===== src/rtl/pong_game_ctrl.sv =====
`timescale 1ns/1ps
`default_nettype none
// ============================================================================
//  Module   : pong_game_ctrl
//  Purpose  : Pong match sequencer. Synchronises the start button, runs the
//             IDLE -> SERVE -> PLAY -> POINT -> OVER flow, keeps both scores,
//             picks the serve direction and declares the winner.
//  Revision : 1.0  initial release
// ============================================================================
module pong_game_ctrl #(
  parameter int WIN_SCORE    = 7,
  parameter int SERVE_FRAMES = 60
) (
  input  logic       clk,
  input  logic       rst,
  input  logic       start_btn,
  input  logic       frame_tick,
  input  logic       miss_left,
  input  logic       miss_right,
  output logic [2:0] state,
  output logic       ball_en,
  output logic       ball_reset,
  output logic       serve_dir,
  output logic [3:0] score_l,
  output logic [3:0] score_r,
  output logic [1:0] winner
);

  localparam logic [2:0] ST_IDLE  = 3'd0;
  localparam logic [2:0] ST_SERVE = 3'd1;
  localparam logic [2:0] ST_PLAY  = 3'd2;
  localparam logic [2:0] ST_POINT = 3'd3;
  localparam logic [2:0] ST_OVER  = 3'd4;

  localparam logic [3:0] C_WIN_VAL    = 4'(WIN_SCORE);
  localparam logic [7:0] C_LAST_FRAME = 8'(SERVE_FRAMES - 1);
  localparam logic [3:0] C_SCORE_MAX  = 4'd15;

  localparam logic [1:0] C_WIN_NONE  = 2'b00;
  localparam logic [1:0] C_WIN_LEFT  = 2'b01;
  localparam logic [1:0] C_WIN_RIGHT = 2'b10;

  logic       r_sync1;
  logic       r_sync2;
  logic       r_sync2_d;
  logic [2:0] r_vld;
  logic       r_start_p;
  logic [7:0] r_frame_cnt;

  logic [2:0] w_state_nxt;
  logic [3:0] w_score_l_nxt;
  logic [3:0] w_score_r_nxt;
  logic [1:0] w_winner_nxt;
  logic       w_serve_dir_nxt;
  logic [7:0] w_frame_cnt_nxt;

  // Button synchroniser and rising-edge detector. r_vld marks when r_sync2_d
  // holds a genuine post-reset sample, so a button already held high across
  // reset release is not mistaken for a fresh press.
  always_ff @(posedge clk or posedge rst) begin
    if (rst) begin
      r_sync1   <= 1'b0;
      r_sync2   <= 1'b0;
      r_sync2_d <= 1'b0;
      r_vld     <= 3'b000;
      r_start_p <= 1'b0;
    end else begin
      r_sync1   <= start_btn;
      r_sync2   <= r_sync1;
      r_sync2_d <= r_sync2;
      r_vld     <= {r_vld[1:0], 1'b1};
      r_start_p <= r_sync2 & ~r_sync2_d & r_vld[2];
    end
  end

  // Next-state and next-score decisions for the match sequencer.
  always_comb begin
    w_state_nxt     = state;
    w_score_l_nxt   = score_l;
    w_score_r_nxt   = score_r;
    w_winner_nxt    = winner;
    w_serve_dir_nxt = serve_dir;
    w_frame_cnt_nxt = r_frame_cnt;
    case (state)
      ST_IDLE: begin
        if (r_start_p) begin
          w_score_l_nxt   = 4'd0;
          w_score_r_nxt   = 4'd0;
          w_winner_nxt    = C_WIN_NONE;
          w_serve_dir_nxt = 1'b1;
          w_frame_cnt_nxt = 8'd0;
          w_state_nxt     = ST_SERVE;
        end
      end
      ST_SERVE: begin
        if (frame_tick) begin
          if (r_frame_cnt == C_LAST_FRAME) begin
            w_frame_cnt_nxt = 8'd0;
            w_state_nxt     = ST_PLAY;
          end else begin
            w_frame_cnt_nxt = r_frame_cnt + 8'd1;
          end
        end
      end
      ST_PLAY: begin
        if (miss_left && miss_right) begin
          // Simultaneous misses: nobody scores, serve again.
          w_frame_cnt_nxt = 8'd0;
          w_state_nxt     = ST_SERVE;
        end else if (miss_left) begin
          w_score_r_nxt   = (score_r == C_SCORE_MAX) ? score_r : score_r + 4'd1;
          w_serve_dir_nxt = 1'b0;
          w_state_nxt     = ST_POINT;
        end else if (miss_right) begin
          w_score_l_nxt   = (score_l == C_SCORE_MAX) ? score_l : score_l + 4'd1;
          w_serve_dir_nxt = 1'b1;
          w_state_nxt     = ST_POINT;
        end
      end
      ST_POINT: begin
        if (score_l == C_WIN_VAL) begin
          w_winner_nxt = C_WIN_LEFT;
          w_state_nxt  = ST_OVER;
        end else if (score_r == C_WIN_VAL) begin
          w_winner_nxt = C_WIN_RIGHT;
          w_state_nxt  = ST_OVER;
        end else begin
          w_frame_cnt_nxt = 8'd0;
          w_state_nxt     = ST_SERVE;
        end
      end
      ST_OVER: begin
        if (r_start_p) begin
          w_state_nxt = ST_IDLE;
        end
      end
      default: begin
        w_state_nxt = ST_IDLE;
      end
    endcase
  end

  // Registered state, scores and Moore outputs decoded from the next state.
  always_ff @(posedge clk or posedge rst) begin
    if (rst) begin
      state       <= ST_IDLE;
      ball_en     <= 1'b0;
      ball_reset  <= 1'b1;
      serve_dir   <= 1'b1;
      score_l     <= 4'd0;
      score_r     <= 4'd0;
      winner      <= C_WIN_NONE;
      r_frame_cnt <= 8'd0;
    end else begin
      state       <= w_state_nxt;
      ball_en     <= (w_state_nxt == ST_PLAY);
      ball_reset  <= (w_state_nxt != ST_PLAY);
      serve_dir   <= w_serve_dir_nxt;
      score_l     <= w_score_l_nxt;
      score_r     <= w_score_r_nxt;
      winner      <= w_winner_nxt;
      r_frame_cnt <= w_frame_cnt_nxt;
    end
  end

endmodule
`default_nettype wire

===== config.mk =====
export PLATFORM = sky130hd
export DESIGN_NAME = pong_game_ctrl
export DESIGN_NICKNAME = d
export VERILOG_FILES = /design/src/rtl/pong_game_ctrl.sv
export SDC_FILE = /design/constraint.sdc
export NUM_CORES = 1
export LEC_CHECK = 0
export BUFFER_PORTS_ARGS = -buffer_cell sky130_fd_sc_hd__buf_4
export CORE_MARGIN = 10
export CORE_UTILIZATION = 35
export CTS_CLUSTER_SIZE = 30
export DETAILED_ROUTE_END_ITERATION = 8
export SYNTH_ARGS = -nofsm -noshare
export SYNTH_HDL_FRONTEND = slang
export SYNTH_SLANG_ARGS = --single-unit

===== constraint.sdc =====
create_clock -name clk -period 2.7 [get_ports clk]
set_input_delay 0.405 -clock clk [delete_from_list [all_inputs] [get_ports clk]]
set_output_delay 0.405 -clock clk [all_outputs]
set_load 0.03 [all_outputs]

-- Word level (Yosys, flattened, before mapping)
Cells that the tools add are included.
- $add $sub $neg: 3
- multipliers: 0
- div/mod/pow operators: 0
- magnitude comparators: 0
- equal/unequal tests: 24
- shifts and indexed selects: 0
- mux-type cells: 36
- bitwise gates (word level): 3
- reduce and logical (&&, ||, !) cells: 10
- operators by type and width (cell ; count):
    8-bit two-way mux ; 6
    4-bit two-way mux ; 8
    8-bit case mux with 4 select lines ; 1
    3-bit two-way mux ; 9
    2-bit inequality test, second input constant ; 11
    4-bit case mux with 2 select lines ; 2
    3-bit case mux with 5 select lines ; 1
    6-bit AND reduction ; 2
    3-bit by 2-bit equality test with 1-bit output, second input constant ; 3
    4-bit by 1-bit adder with 4-bit output, second input constant ; 2
    8-bit by 1-bit adder with 8-bit output, second input constant ; 1
    4-bit by 3-bit equality test with 1-bit output, second input constant ; 2
    4-bit equality test, second input constant ; 2
    8-bit by 6-bit equality test with 1-bit output, second input constant ; 1
    2-bit two-way mux ; 3
    3-bit inequality test, second input constant ; 2
    5-bit AND reduction ; 1
    1-bit two-way mux ; 4
    2-bit case mux with 2 select lines ; 1
    4-bit AND reduction ; 1
    2-bit nonzero test ; 2
    4-bit nonzero test ; 1
    3-bit by 1-bit equality test with 1-bit output, second input constant ; 1
    3-bit equality test, second input constant ; 1
    7 further kinds ; 8
- register bits: 31
- bits in latches: 0
- memory bits (writable): 0
- bits in read-only memories: 0
- bits of input ports: 6
- memories kept: 0

-- Longest topological paths before layout
- depth in word-level cells: 6
- mapped depth: 5
- depth with buffers taken out: 5

-- Worst setup path before layout
OpenSTA, ideal clock, no wires.
- kind: register -> register
- start: register r_frame_cnt[0]
- end: register ball_reset
- data arrival time: 1.817 ns
- required time: 2.606 ns
- path slack: 0.789 ns
- cell stages (with the launch flop): 5
- path buffers: 0
- path through: dfrtp_1 -> ha_1 -> or4b_4 -> o21a_4 -> or4_1
- cells in the longest elaborated chain, start to end: 5
- RTL lines (what ; RTL line ; source):
    start, declared ; 48 ; logic [7:0] r_frame_cnt;
    start signal, assigned ; 162 ; r_frame_cnt <= w_frame_cnt_nxt;
    8-bit by 6-bit equality test with 1-bit output ; 97 ; if (r_frame_cnt == C_LAST_FRAME) begin
    3-bit two-way mux ; 97 ;
    3-bit two-way mux ; 96 ; if (frame_tick) begin
    3-bit case mux with 5 select lines ; 84 ; case (state)
    3-bit by 2-bit inequality test with 1-bit output ; 157 ; ball_reset <= (w_state_nxt != ST_PLAY);
    end signal, assigned ; 157 ;
    end, declared ; 22 ; output logic ball_reset,
No other way between the ends.
A chain may end at the register's enable or synchronous reset.

-- Worst setup path after layout
Same ends and word-level chain as after synthesis.

==> qor.csv <==
stage,metric,value,unit
yosys,async_flop_share,100,%
cts,numCtsBuffers,5,
yosys,synth_area_leader_cell,dfrtp_1,
setup_path,rr_startpoint,r_frame_cnt[0]$_DFFE_PP0P_,
setup_path,cp-end-kind,flop,
die,die_area,0.00732,mm^2
detailed_routing,route.met3.wl,170,um
final_layout,syn_to_final_growth,23.4,%
timing,fmax,497,MHz
timing,fin_crit_sh,74.6,%
timing,maxSlewViolCount,0,
yosys,synth.distinct_cells,44,
timing,setup_viol,0,
setup_path,critPathLaunchType,flop,
die,io_pins,22,
yosys,synth_warnings,0,
yosys,synth-xor-area-share,0.582,%
timing,slew_headroom,60.6,%
yosys,yosys.area_share.adder,2.50,%
global_route,grt_max_degree,32,
detailed_routing,route.met2.wl,1630,um
die,initial_core_util,36.8,%
yosys,synth_compound_area_share,19.7,%
power_and_ir_drop,ir_drop,303,uV
global_route,grt_usage,9.66,%
yosys,synth_top_family_by_area,simple AND/OR/NAND/NOR gates,
cts,clock_path_buffers,2,
detailed_routing,vias,1221,
timing,tns,0,ns
yosys,ys_seq_area_share,51.7,%
yosys,synth_common_cells,"29 x dfrtp_1, 13 x nand2_1, 10 x nand3_1",
cts,clk_pin_slew_worst_paths,0.07,ns
detailed_routing,routed_wl,3350,um
final_layout,antenna_cells,0,
setup_path,crit_end,ball_reset$_DFF_PP1_,
setup_path,critPathLaunch,r_frame_cnt[0]$_DFFE_PP0P_,
yosys,synth-seq-cells,31,
cts,cts_htree_levels,2,
die,dieWidth,85.6,um
cts,cts-hold-fix-buffers,0,
placed_design,dpl.hpwl,2430,um
detailed_routing,drc,0,
setup_path,crit_path_max_fanout,8,
timing,finalCriticalPeriod,2.01,ns
yosys,avgSynthCellArea,10.0,um^2
cts,cts_root_buf,clkbuf_8,
detailed_routing,wire_per_inst,14.6,um
detailed_routing,first_pass_iters,4,
cts,post-cts-setup-buffers,0,
die,core_area,0.00409,mm^2
timing,finalClockSkew,0.0120,ns
setup_path,reg2regPathDepth,4,
setup_path,cp_cell_sequence,ha_1 > or4b_4 > o21a_4 > or4_1,
setup_path,path_class,flop to flop,
timing,hold_viol,0,
power_and_ir_drop,powerDensity,728,mW/mm^2
cts,cts.sinks,31,
yosys,synth_flop_cell,dfrtp_1,
cts,cts_resized,0,
global_route,grt_pass1_wl,5780,um
yosys,syn-cell-area,0.00150,mm^2
hold_path,hp-class,input port to asynchronous set/reset pin,
die,die_y,85.6,um
yosys,synth_edf_count,0,
setup_path,r2r_end,ball_reset$_DFF_PP1_,
cts,worstSkewPairLatency,0.29,ns
detailed_routing,wl_met1,1480,um
yosys,synth_cells,150,
detailed_routing,highest_layer,met4,
placed_design,port_buffers,21,
global_route,gr-total-overflow,0,
setup_path,required,2.90,ns
global_route,grt_antenna_before_repair,0,
setup_path,r2r_slack,0.69,ns
global_route,grt_pass1_vias,1238,
yosys,synth_nets,159,
final_layout,nets,187,
setup_path,arrival,2.22,ns
setup_path,slowest_delay,0.52,ns
timing,worstMarginPinSlew,0.590,ns
timing,rsz0062_at_grt,false,
detailed_routing,routed_via_density,5.33,
power_and_ir_drop,power.leakage,0.839,nW
cts,tritoncts,done,
detailed_routing,drt_iter0_drc,122,
final_layout,drive_gt1_share,23.5,%
job,max-cap-violations,0,
yosys,yosysMostFrequentCell,dfrtp_1,
yosys,synth-simple-area-share,21.0,%
setup_path,slowest_stage,or4b_4,
placed_design,place.gp.congestion,0.817,
yosys,synth_top_area_share,48.3,%
detailed_routing,ant_nets,0,
yosys,synth_area_leaders,"dfrtp_1 48%, dfstp_2 3.5%, nand3_1 3.3%",
status,status,finished clean,
yosys,synth_mux_area_share,1.33,%
final_layout,final_util,45.4,%
die,placementRows,23,
## flip-flops by register name, indices dropped and copies added (netlist names)
register,count
score_r,4
r_frame_cnt,8
r_start_p,1
state,3
ball_en,1
r_sync1,1
r_vld,3
score_l,4
serve_dir,1
winner,2
r_sync2,1
ball_reset,1
r_sync2_d,1
## worst min-delay path by stage
stage	startpoint	to	slack, ns	depth (start not counted)
5_1_grt	start_btn	r_sync1$_DFF_PP0_	0.21	1
4_1_cts	rst	score_l[3]$_DFFE_PP0P_	0.20	3
2_1_floorplan	r_sync1$_DFF_PP0_	r_sync2$_DFF_PP0_	0.33	0
6_report	rst	score_l[3]$_DFFE_PP0P_	0.19	3
3_3_place_gp	r_sync1$_DFF_PP0_	r_sync2$_DFF_PP0_	0.33	0
3_5_place_dp	r_vld[0]$_DFF_PP0_	r_vld[1]$_DFF_PP0_	0.34	0
## logic make-up after synthesis
family	after synthesis
flip-flops	31
XOR/XNOR	1
other	1
AND/OR/NAND/NOR	57
AO/OA/AOI/OAI	44
multiplexers	2
adder cells (fa/ha/maj)	3
buffers and inverters	11
## routing by layer
layer | vias up | GRT usage [%]
met5 | - | 0
met4 | 0 | 4.49
met3 | 7 | 3.78
met2 | 21 | 15.0
met1 | 581 | 11.5
li1 | 612 | -
## per-stage QoR
stage	setup WS [ns]	hold slack [ns]	instances	total power, W	cell area [um^2]
floorplan	0.789	0.331	150	0.000798	1500
global route	0.610	0.206	229	0.00143	1860
CTS	0.687	0.204	229	0.00137	1860
finish	0.686	0.189	229	0.00135	1860
global placement	0.744	0.334	221	0.000869	1740
detailed placement	0.693	0.336	221	0.000884	1740
## critical path, delay by kind of cell (launching register included)
family / cells / cell delay, ns
simple gates: 2 / 1.04
fa+ha+maj: 1 / 0.26
compound gates: 1 / 0.25
flops: 1 / 0.39
## cells in the final DEF, fill, tap and decap left out, types with 6 or more instances in the layout
cell type,synthesis,layout
buf_4,0,25
dfrtp_1,29,29
nand3_1,10,10
nor2_1,9,9
clkbuf_8,0,6
a21oi_1,9,9
nand2_1,13,13
a31oi_1,7,7
o21ai_0,9,9
inv_1,7,7
## area by class of cell
type / count / area [um^2]
multi-input cells: 108 / 683
clock inverters: 2 / 35.0
fillers: 404 / 2230
clock buffers: 6 / 82.6
inverters: 7 / 26.3
repair buffers: 25 / 188
well taps: 50 / 62.6
flip-flops and latches: 31 / 778
## power breakdown
group / total [W] / switching [W] / leakage (nW) / internal [W]
logic: 0.000271 / 0.000151 / 0.391 / 0.000120
clock network: 0.000473 / 0.000175 / 0.0612 / 0.000298
registers: 0.000607 / 0.0000784 / 0.387 / 0.000528
(Power assumes the default switching activity.)
